**src/rtl/inst_fetch_ctrl.sv**
```systemverilog
`default_nettype none
// ============================================================================
//  Module   : inst_fetch_ctrl
//  Purpose  : Instruction fetch sequencer. Owns the fetch PC, reads one
//             32-bit word per cycle from a combinational-read instruction
//             memory, buffers {word, PC} pairs in a small prefetch FIFO and
//             presents the FIFO head to decode over valid/ready. Supports
//             freeze (fetch stall) and branch redirect (flush + PC reload).
//  Ports    : clk, rst          - clock, synchronous active-high reset
//             imem_addr         - byte address to instruction memory (= PC)
//             imem_data         - instruction word for imem_addr
//             freeze            - stall fetch; head may still drain
//             branch_taken      - flush FIFO and reload PC from branch_addr
//             branch_addr       - redirect target (low 2 bits ignored)
//             inst_valid        - FIFO head holds a valid instruction
//             inst, inst_pc     - head instruction and its byte address
//             inst_ready        - decode accepts head this cycle
//             fifo_count        - FIFO occupancy, 0..DEPTH
//  Revision : 1.0 - initial release
// ============================================================================
module inst_fetch_ctrl #(
    parameter int INST_LEN = 32,
    parameter int MEM_SIZE = 2048,
    parameter int DEPTH    = 4,
    parameter int CNT_W    = 3
) (
    input  logic                clk,
    input  logic                rst,
    output logic [INST_LEN-1:0] imem_addr,
    input  logic [INST_LEN-1:0] imem_data,
    input  logic                freeze,
    input  logic                branch_taken,
    input  logic [INST_LEN-1:0] branch_addr,
    output logic                inst_valid,
    output logic [INST_LEN-1:0] inst,
    output logic [INST_LEN-1:0] inst_pc,
    input  logic                inst_ready,
    output logic [CNT_W-1:0]    fifo_count
);

    localparam int                c_PTR_W      = $clog2(DEPTH);
    // MEM_SIZE is a power of two, so "mod MEM_SIZE" is a simple AND mask.
    localparam logic [INST_LEN-1:0] c_ADDR_MASK  = INST_LEN'(MEM_SIZE - 1);
    localparam logic [INST_LEN-1:0] c_ALIGN_MASK = c_ADDR_MASK & ~(INST_LEN'(3));
    localparam logic [INST_LEN-1:0] c_PC_STEP    = INST_LEN'(4);
    localparam logic [CNT_W-1:0]    c_DEPTH      = CNT_W'(DEPTH);

    logic [INST_LEN-1:0] r_pc;
    logic [INST_LEN-1:0] r_mem_inst [DEPTH];
    logic [INST_LEN-1:0] r_mem_pc   [DEPTH];
    logic [c_PTR_W-1:0]  r_head;
    logic [c_PTR_W-1:0]  r_tail;
    logic [CNT_W-1:0]    r_count;

    logic                w_deq;
    logic                w_enq;
    logic [INST_LEN-1:0] w_pc_seq;
    logic [INST_LEN-1:0] w_pc_branch;

    assign w_deq       = (r_count != '0) & inst_ready;
    // A full FIFO may still accept a word when the head leaves this cycle.
    assign w_enq       = ~freeze & ~branch_taken & ((r_count < c_DEPTH) | w_deq);
    assign w_pc_seq    = (r_pc + c_PC_STEP) & c_ADDR_MASK;
    assign w_pc_branch = branch_addr & c_ALIGN_MASK;

    always_ff @(posedge clk) begin
        if (rst) begin
            r_pc    <= '0;
            r_head  <= '0;
            r_tail  <= '0;
            r_count <= '0;
            // Cleared so inst/inst_pc read as zero out of reset.
            for (int i = 0; i < DEPTH; i++) begin
                r_mem_inst[i] <= '0;
                r_mem_pc[i]   <= '0;
            end
        end else if (branch_taken) begin
            // Flush discards any same-cycle enqueue or dequeue.
            r_pc    <= w_pc_branch;
            r_head  <= '0;
            r_tail  <= '0;
            r_count <= '0;
        end else begin
            if (w_enq) begin
                r_mem_inst[r_tail] <= imem_data;
                r_mem_pc[r_tail]   <= r_pc;
                r_tail             <= r_tail + c_PTR_W'(1);
                r_pc               <= w_pc_seq;
            end
            if (w_deq) begin
                r_head <= r_head + c_PTR_W'(1);
            end
            case ({w_enq, w_deq})
                2'b10:   r_count <= r_count + CNT_W'(1);
                2'b01:   r_count <= r_count - CNT_W'(1);
                default: r_count <= r_count;
            endcase
        end
    end

    assign imem_addr  = r_pc;
    assign inst_valid = (r_count != '0);
    assign inst       = r_mem_inst[r_head];
    assign inst_pc    = r_mem_pc[r_head];
    assign fifo_count = r_count;

endmodule
`default_nettype wire

```
**config.mk**
```make
export PLATFORM = sky130hd
export DESIGN_NAME = inst_fetch_ctrl
export DESIGN_NICKNAME = d
export VERILOG_FILES = /design/src/rtl/inst_fetch_ctrl.sv
export SDC_FILE = /design/constraint.sdc
export NUM_CORES = 1
export LEC_CHECK = 0
export BUFFER_PORTS_ARGS = -buffer_cell sky130_fd_sc_hd__buf_2
export CORE_MARGIN = 2
export CORE_UTILIZATION = 55
export CTS_CLUSTER_DIAMETER = 30
export CTS_CLUSTER_SIZE = 30
export DETAILED_ROUTE_END_ITERATION = 10
export GPL_TIMING_DRIVEN = 0
export HOLD_SLACK_MARGIN = 0.02
export PLACE_DENSITY = 0.79
export SLEW_MARGIN = 40
export SYNTH_ARGS = -nofsm -noshare
export SYNTH_HDL_FRONTEND = slang
export SYNTH_SLANG_ARGS = --single-unit
```
**constraint.sdc**
```tcl
create_clock -name clk -period 3.4 [get_ports clk]
set_input_delay 0.68 -clock clk [delete_from_list [all_inputs] [get_ports clk]]
set_output_delay 0.68 -clock clk [all_outputs]
set_load 0.1 [all_outputs]
```
# ---- After elaboration in Yosys (flattened, before gate mapping)
# Memory sizes are Yosys's and may differ from the RTL's. A register that Yosys moved wholly into a read port is not among the register bits.
# Index checks and enable logic that the tools add are counted.
dict set report word_totals {
  ff_bits 18
  ramBits 172
  in_bits 69
  n_memories 2
}
# name depth width read_ports rd_clocked_by_memory_dff write_ports line
set memory_table {}
lappend memory_table {r_mem_inst 4 32 1 1 4 49} ;# logic [INST_LEN-1:0] r_mem_inst [DEPTH];
lappend memory_table {r_mem_pc 4 11 1 1 4 50} ;# logic [INST_LEN-1:0] r_mem_pc [DEPTH];
dict set report classes {
  addsub 5
  order_cmp 1
  eq_ne 2
  mux 19
  bitwise_logic 6
  reduce_logical 6
}
# operator n
set op_table {}
lappend op_table {{$mux W11} 3}
lappend op_table {{$mux W32} 1}
lappend op_table {{$reduce_or A32 Y1} 1}
lappend op_table {{$mux W2} 6}
lappend op_table {{$add A11 B3 Y11 const B} 1}
lappend op_table {{$reduce_or A11 Y1} 1}
lappend op_table {{$mux W1} 8}
lappend op_table {{$pmux W3 S2} 1}
lappend op_table {{$add A2 B1 Y2 const B} 2}
lappend op_table {{$reduce_bool A2 Y1} 2}
lappend op_table {{$add A3 B1 Y3 const B} 1}
lappend op_table {{$and A1 B1 Y1} 3}
lappend op_table {{$lt A3 B3 Y1 const B} 1}
lappend op_table {{$reduce_bool A3 Y1} 1}
lappend op_table {{$sub A3 B1 Y3 const B} 1}
lappend op_table {{$eq A2 B1 Y1 const B} 1}
lappend op_table {{$eq A2 B2 Y1 const B} 1}
lappend op_table {{$not A1 Y1} 2}
lappend op_table {{$reduce_or A2 Y1} 1}
lappend op_table {{$or A1 B1 Y1} 1}

# ---- Depth between registers and ports, before layout
# Gate-level depths: netlist (run 1).
dict set report depth {
  depth_word 10
  mapped_depth 11
}

# ---- Worst setup path before layout (run 1)
# OpenSTA, ideal clock, no wires.
dict set report synth_path {
  path_kind {register -> register}
  start {reg r_count[2] (netlist: fifo_count[2])}
  end {mem r_mem_inst[0][0] (enable)}
  arrival_time_ps 2526
  t_required_ps 3003
  setup_slack_ps 477
  stages_incl_launch_ff 6
  n_path_buf 1
  path_cell_list {dfxtp_1 > nor2b_1 > buf_2 > or2_2 > nor2_1 > a21o_1}
}
# item line
set synth_rtl {}
lappend synth_rtl {{from (decl)} 53} ;# logic [CNT_W-1:0] r_count;
lappend synth_rtl {{from (signal assigned)} 94} ;# 2'b10: r_count <= r_count + CNT_W'(1);
lappend synth_rtl {{from (signal assigned)} 95} ;# 2'b01: r_count <= r_count - CNT_W'(1);
lappend synth_rtl {{from (signal assigned)} 96} ;# default: r_count <= r_count;
lappend synth_rtl {{to (decl)} 49}

==> results of run 1 <==
## power groups by stage
stage / sequential [mW] / clock (mW) / combinational (mW)
floorplan: 2.68 / 0 / 0.710
global placement: 2.63 / 0 / 0.896
global route: 2.60 / 2.05 / 0.944
detailed placement: 2.64 / 0 / 0.911
finish: 2.59 / 1.96 / 0.912
CTS: 2.59 / 1.97 / 0.914
## registers in the layout, summed over array words and instances (netlist names), named ones only
signal,count
r_mem_pc,36
imem_addr,9
r_head,2
r_tail,2
r_mem_inst,128
fifo_count,3
## final cells by class
cell class,instances,share of cell area (%)
clock inverter,15,1.64
multi-input combinational,331,27.4
timing repair buffer,100,5.29
sequential,182,53.4
inverter,11,0.418
tap,188,2.38
buffer,84,5.14
clock buffer,17,4.30
## layer usage
layer	up-vias	track usage, %
li1	2296	-
met1	2415	26.7
met2	209	36.6
met3	22	4.27
met4	0	8.08
met5	-	0
## critical path: cells and delay by family (launching register included)
kind     cells  cell delay, ps
buf+inv      3            1240
flops        1             310
mux          1             350
## metrics by stage
stage	std cells	total power [mW]	setup WS [ps]	util (%)
2_1_floorplan	608	3.39	477	-
3_3_place_gp	895	3.52	-180	61.5
3_5_place_dp	896	3.55	466	61.9
4_1_cts	928	5.47	324	65.8
5_1_grt	928	5.59	210	65.8
6_report	928	5.46	377	65.8
## how the worst min path moves through the flow
| stage | from | endpoint | slack, ps | cells past startpoint |
|---|---|---|---|---|
| 2_1_floorplan | r_head[1] | flip-flop | 480 | 2 |
| 3_3_place_gp | fifo_count[2] | fifo_count[2] | 500 | 2 |
| 3_5_place_dp | r_head[1] | flip-flop | 520 | 2 |
| 4_1_cts | branch_addr[3] | imem_addr[3] | 500 | 3 |
| 5_1_grt | branch_addr[3] | imem_addr[3] | 550 | 3 |
| 6_report | branch_addr[3] | imem_addr[3] | 510 | 3 |
## placed cells by master, fill, tap and decap left out, drive strengths merged, types with 7 or more instances in the layout
master,count
clkbuf,43
dfxtp,18
a21oi,8
conb,46
buf,158
clkinv,9
and3,42
inv,11
mux4,41
o21a,7
edfxtp,164
xor2,10
nor2,11
and2,123
## cells by family (layout without fill, tap and decap cells)
family / count (synthesis) / in the layout / share of synthesized area, %
other: 1 / 46 / 0.0449
DFF: 182 / 182 / 63.3
adders and majority gates: 3 / 3 / 0.540
muxes: 41 / 41 / 11.1
xor gates and xnor gates: 14 / 14 / 1.47
buffers and inverters: 95 / 227 / 6.58
and+or+nand+nor: 202 / 202 / 15.0
AOI/OAI and AO/OA: 25 / 25 / 1.99
==> results.toml, run 1 <==
[logic_synthesis]
synth_edf_count = 164
synth_area_leaders = "edfxtp_1, mux4_2, and2_1, dfxtp_1, buf_4"
ys_seq_elements = 182
yosysMostFrequentCell = "edfxtp_1"
synth_area_leader_cell = "edfxtp_1"
synth-seq-area-share_pct = 63.3
netlist_instances = 563
yosysWarnings = 0
yosysUniqueCellTypes = 42
async_flop_share_pct = 0
netlist_area_um2 = 8350
synth_ff_type = "edfxtp_1"
synth_area_per_cell_um2 = 14.8
synth_top_area_share_pct = 59.0
synth_common_cells = "edfxtp_1, and2_1, buf_4"

[power_and_ir_drop]
pwr-share-comb_pct = 16.7
p_sw_share_pct = 29.2
peakVddDrop_mv = 0.387
leakagePower_nw = 4.12
seqPwrFrac_pct = 47.4
p_per_area_nw_per_um2 = 552
clock_power_share_pct = 35.9
p_int_mw = 3.87
p_switching_mw = 1.59

[sta]
whs_ps = 506
finalCritPeriodShare_pct = 88.9
max_freq_mhz = 331
slew_viol_final = 0
max_slew_margin_pct = 51.6
skew_ps = 4.61
setup_tns_ps = 0
rsz0062_at_grt = "no"
setup_viol = 0
fin_crit_ps = 3020
worst_pin_slew_ps = 727
hold_viol_final = 0

[routing]
route.detailed.drc = 0
wl_met1_um = 6770
viasPerCell = 5.33
wl_per_cell_um = 18.1
num_vias = 4942
routed_wl_um = 16800
wl_met2_um = 8670
met3WireLength_um = 1070
top_layer = "met4"
first_pass_iters = 4
drt_iter0_drc = 378
ant_nets = 0

[run_status]
status = "finished clean"

[die]
row_count = 45
chipWidth_um = 127
pin_count = 169
die-area_um2 = 16200
core_area_um2 = 15000
initial_utilization_pct = 55.5
die_h_um = 127

[global_route]
antenna_found_initial = 0
grt_usage_pct = 21.2
grt_max_degree = 42
first_global_vias = 4938
grt_overflow = 0
grt_pass1_wl_um = 25600

[layout]
fill_cells = 1070
drive_gt1_share_pct = 31.6
antenna_cells = 0
multi_input_area_um2 = 2710
syn_to_final_growth_pct = 18.5
design_area_um2 = 9890
seqCellArea_um2 = 5290
fin_nets = 799

[clock_tree]
cts-hold-fix-buffers = 0
cts_resized = 0
clk_path_buf_depth = 2
clock_sinks = 182
cts_max_level = 4
clk_latency_ps = 430
cts_buffers = 17
cts_tree = "yes"
worst_setup_hold_path_clk_slew_ps = 60
cts_root_buffer = "clkbuf_16"
cts_setup_buffers = 0

[setup_path]
worstPathRequired_ps = 2720
max_stage_delay_ps = 540
cpMostUsedCell = "buf_1"
crit_path_end = "inst[28]"
rrSetupSlack_ps = 820
cp_data_arrival_time_ps = 2340
startpoint_type = "flip-flop"
r2r-start = "fifo_count[2]"
rr_worst_depth = 11
critPathMaxFanout = 10
end_kind = "output port"
worstPathCellList = "buf_1 -> buf_1 -> mux4_2 -> buf_2"
r2r-end = "fifo_count[2]"
crit_type = "reg -> out"
cpMaxStageDelayCell = "buf_1"

[placement]
gp_congestion = 0.760
dp_hpwl_um = 10800
io_buffers = 99
place_area_um2 = 9300

[worst_hold_path]
hp-class = "in -> reg"

[run]
cap_violations = 0
No activity file was read; power rests on OpenSTA's default activity.
==> run 2, diff against run 1 <==
--- a/config.mk
+++ b/config.mk
@@ -7,13 +7,13 @@
 export LEC_CHECK = 0
 export BUFFER_PORTS_ARGS = -buffer_cell sky130_fd_sc_hd__buf_2
 export CORE_MARGIN = 2
-export CORE_UTILIZATION = 55
+export CORE_UTILIZATION = 30
 export CTS_CLUSTER_DIAMETER = 30
 export CTS_CLUSTER_SIZE = 30
 export DETAILED_ROUTE_END_ITERATION = 10
 export GPL_TIMING_DRIVEN = 0
 export HOLD_SLACK_MARGIN = 0.02
-export PLACE_DENSITY = 0.79
+export PLACE_DENSITY = 0.48
 export SLEW_MARGIN = 40
 export SYNTH_ARGS = -nofsm -noshare
 export SYNTH_HDL_FRONTEND = slang
==> results.toml, run 2 (synthesis results as in run 1) <==
[run_status]
status = "finished clean"

[setup_path]
r2r-start = "fifo_count[2]"
cp_data_arrival_time_ps = 2400
startpoint_type = "flip-flop"
crit_type = "reg -> out"
end_kind = "output port"
critPathMaxFanout = 10
rrSetupSlack_ps = 830
rr_worst_depth = 11
worstPathRequired_ps = 2720

[layout]
drive_gt1_share_pct = 32.2
final_common_cell = "edfxtp_1"
regMostFlops = "r_mem_inst"
final_cell_mix = "edfxtp_1, and2_1, buf_2"
largest_reg_flops = 128
fin_nets = 801
antenna_cells = 0
fin_cells = 1120
syn_to_final_growth_pct = 21.9

[routing]
wl_per_cell_um = 17.6
route.detailed.drc = 0
ant_nets = 0
first_pass_iters = 4
viasPerCell = 4.38
drt_iter0_drc = 344
num_vias = 4900
routed_wl_um = 19700

[power_and_ir_drop]
finalPower_mw = 5.55
p_per_area_nw_per_um2 = 545
leakagePower_nw = 4.16
peakVddDrop_mv = 0.333

[sta]
slew_viol_final = 0
rsz0062_at_grt = "no"
max_freq_mhz = 325
worst_pin_slew_ps = 723
hold_viol_final = 0
fin_crit_ps = 3080
max_slew_margin_pct = 51.8
setup_tns_ps = 0
worst_slack_ps = 324
whs_ps = 517
skew_ps = 10.4
setup_viol = 0
finalCritPeriodShare_pct = 90.5

[global_route]
grt_max_degree = 42
first_global_vias = 5234
grt_pass1_wl_um = 29900
grt_usage_pct = 14.0
antenna_found_initial = 0
grt_overflow = 0

[die]
pin_count = 169
chipWidth_um = 171
die_h_um = 171
die-area_um2 = 29200
initial_utilization_pct = 30.3
core_area_um2 = 27600
row_count = 61

[worst_hold_path]
hp-class = "in -> reg"
hold_start = "branch_addr[3]"
min_path_cells = 3

[placement]
gp_congestion = 0.755
place_inst = 1088
dp_slack_ps = 404
io_buffers = 99
dp_hpwl_um = 12900

[clock_tree]
clock_sinks = 182
cts_max_level = 4
cts-hold-fix-buffers = 0
worst_setup_hold_path_clk_slew_ps = 70
cts_buffers = 17
cts_setup_buffers = 0
clk_latency_ps = 430
clk_path_buf_depth = 2
cts_resized = 0
cts_tree = "yes"
cts_root_buffer = "clkbuf_16"

[run]
cap_violations = 0
[run 2: changes by cell type in the layout (fill, tap and decap cells not counted), moves of 2 or more]
| cell | delta |
|---|---|
| inv_6 | +6 |
| buf_12 | +3 |
| clkinv_1 | -3 |
| inv_8 | +3 |
| clkinv_4 | -2 |
| clkinvlp_4 | -2 |
[run 2: per-layer routing]
| layer | track usage [%] | vias to the layer above | wire (um) |
|---|---|---|---|
| met5 | 0 | - | 0 |
| met4 | 2.79 | 0 | 143 |
| met3 | 3.38 | 11 | 1100 |
| met2 | 24.3 | 160 | 9830 |
| met1 | 17.8 | 2425 | 8640 |
| li1 | - | 2304 | - |
[run 2: cell type report]
type	count	area (um^2)
fillers	2650	17400
flip-flops and latches	182	5290
multi-input cells	331	2710
repair buffers	102	556
plain buffers	84	508
well taps	378	473
clock buffers	17	425
clock inverters	15	181
inverters	11	41.3
[run 2: per-stage QoR]
step	area, um^2	utilization, %
floorplan	8520	-
global placement	9480	34.4
detailed placement	9570	34.7
CTS	10200	36.9
global route	10200	36.9
finish	10200	36.9
[run 2: worst paths after layout]
| check | to |
|---|---|
| hold reg to reg | flip-flop |
| setup / recovery | inst[1] |
| setup reg to reg | fifo_count[2] |
| hold / removal | imem_addr[3] |
[run 2: critical path, cell delays in order (launching register included)]
cell     delay [ps]
dfxtp_1         320
buf_1           240
buf_1           590
mux4_2          370
buf_2           430
[run 2: power breakdown]
| part | switching [mW] | leakage [nW] | internal, mW | total, mW |
|---|---|---|---|---|
| Sequential | 0.0412 | 1.85 | 2.54 | 2.58 |
| Clock | 0.919 | 0.302 | 1.12 | 2.04 |
| Combinational | 0.748 | 2.01 | 0.183 | 0.931 |
==> run 3, diff against run 2 <==
--- a/config.mk
+++ b/config.mk
@@ -11,7 +11,6 @@
 export CTS_CLUSTER_DIAMETER = 30
 export CTS_CLUSTER_SIZE = 30
 export DETAILED_ROUTE_END_ITERATION = 10
-export GPL_TIMING_DRIVEN = 0
 export HOLD_SLACK_MARGIN = 0.02
 export PLACE_DENSITY = 0.48
 export SLEW_MARGIN = 40
==> results.toml, run 3 (synthesis results as in run 1) <==
[routing]
num_vias = 4641
route.detailed.drc = 0
drt_iter0_drc = 312
routed_wl_um = 18700
first_pass_iters = 4
viasPerCell = 4.44
wl_per_cell_um = 17.9
ant_nets = 0

[sta]
hold_viol_final = 0
skew_ps = 15.8
finalCritPeriodShare_pct = 85.2
max_freq_mhz = 345
rsz0062_at_grt = "no"
worst_slack_ps = 503
whs_ps = 544
setup_tns_ps = 0
worst_pin_slew_ps = 789
setup_viol = 0
fin_crit_ps = 2900
slew_viol_final = 0
max_slew_margin_pct = 47.4

[placement]
dp_slack_ps = 644
dp_hpwl_um = 10500
place_inst = 1012
io_buffers = 99
gp_congestion = 0.729
place_area_um2 = 9160

[layout]
drive_gt1_share_pct = 29.3
design_area_um2 = 9770
regMostFlops = "r_mem_inst"
final_common_cell = "edfxtp_1"
postLayoutCoreUtil_pct = 35.5
fin_cells = 1045
syn_to_final_growth_pct = 17.1
multi_input_area_um2 = 2700
final_cell_mix = "edfxtp_1, and2_1, buf_2"
fin_nets = 725
largest_reg_flops = 128
seqCellArea_um2 = 5290
fill_cells = 2706

[setup_path]
crit_type = "reg -> out"
end_kind = "output port"
cp_top_family = "flip-flops"
cp.buffers_inverters = 2
startpoint_type = "flip-flop"
cpMaxStageDelayCell = "dfxtp_4"
worstPathCellList = "buf_12 -> mux4_2 -> buf_2"
worstPathRequired_ps = 2720
max_stage_delay_ps = 610
critPathMaxFanout = 24
cp_data_arrival_time_ps = 2220

[power_and_ir_drop]
leakagePower_nw = 3.87
p_per_area_nw_per_um2 = 561
peakVddDrop_mv = 0.269
finalPower_mw = 5.48

[clock_tree]
clock_sinks = 182
clk_path_buf_depth = 2
cts_setup_buffers = 0
clk_latency_ps = 420
cts_max_level = 4
worst_setup_hold_path_clk_slew_ps = 70
cts-hold-fix-buffers = 0
cts_tree = "yes"
cts_root_buffer = "clkbuf_16"
cts_buffers = 17
cts_resized = 0

[die]
initial_utilization_pct = 30.3
die_h_um = 171
core_area_um2 = 27600
row_count = 61
chipWidth_um = 171
die-area_um2 = 29200
pin_count = 169

[global_route]
grt_pass1_wl_um = 28100
grt_usage_pct = 13.3
grt_max_degree = 83
grt_overflow = 0
antenna_found_initial = 1
first_global_vias = 4914

[run_status]
status = "finished clean"

[worst_hold_path]
hp-class = "reg -> reg"

[run]
cap_violations = 0
==> run 3: changes by cell type in the layout (fill, tap and decap cells not counted), moves of 3 or more <==
cell	before	now
inv_6	6	3
buf_1	5	0
clkbuf_2	4	0
buf_4	46	5
buf_2	105	99
clkbuf_1	22	0
buf_12	3	6
==> run 3: layer usage <==
metal	track usage [%]	vias to the layer above	part of all wire (%)
li1	-	2144	-
met1	16.9	2351	45
met2	22.8	144	50
met3	2.78	2	4.7
met4	3.79	0	0.36
met5	0	-	0
==> run 3: path summary, 6_finish.rpt <==
path | end | cells after the start | from | slack, ps
worst max-delay path | inst[28] | 3 | flip-flop | 500
worst min-delay path | flip-flop | 2 | r_head[1] | 540
worst max register to register | fifo_count[1] | 11 | fifo_count[2] | 950
worst min register to register | flip-flop | 2 | r_head[1] | 540
==> run 3: cell type report <==
type | count | share of cell area, %
repair buffers | 110 | 6.68
inverters | 11 | 0.423
flip-flops and latches | 182 | 54.1
diodes | 1 | 0.0256
multi-input cells | 331 | 27.6
clock inverters | 15 | 1.91
clock buffers | 17 | 4.35
well taps | 378 | 4.84
==> run 3: report_power, final <==
part           switching, mW  internal (mW)
registers             0.0443           2.54
clock network          0.903           1.12
logic                  0.730          0.144
==> run 3: worst min-delay path: stages, from the launching register on <==
cell and delay, ps:
dfxtp_1 330, xor2_1 60, nor2_1 110
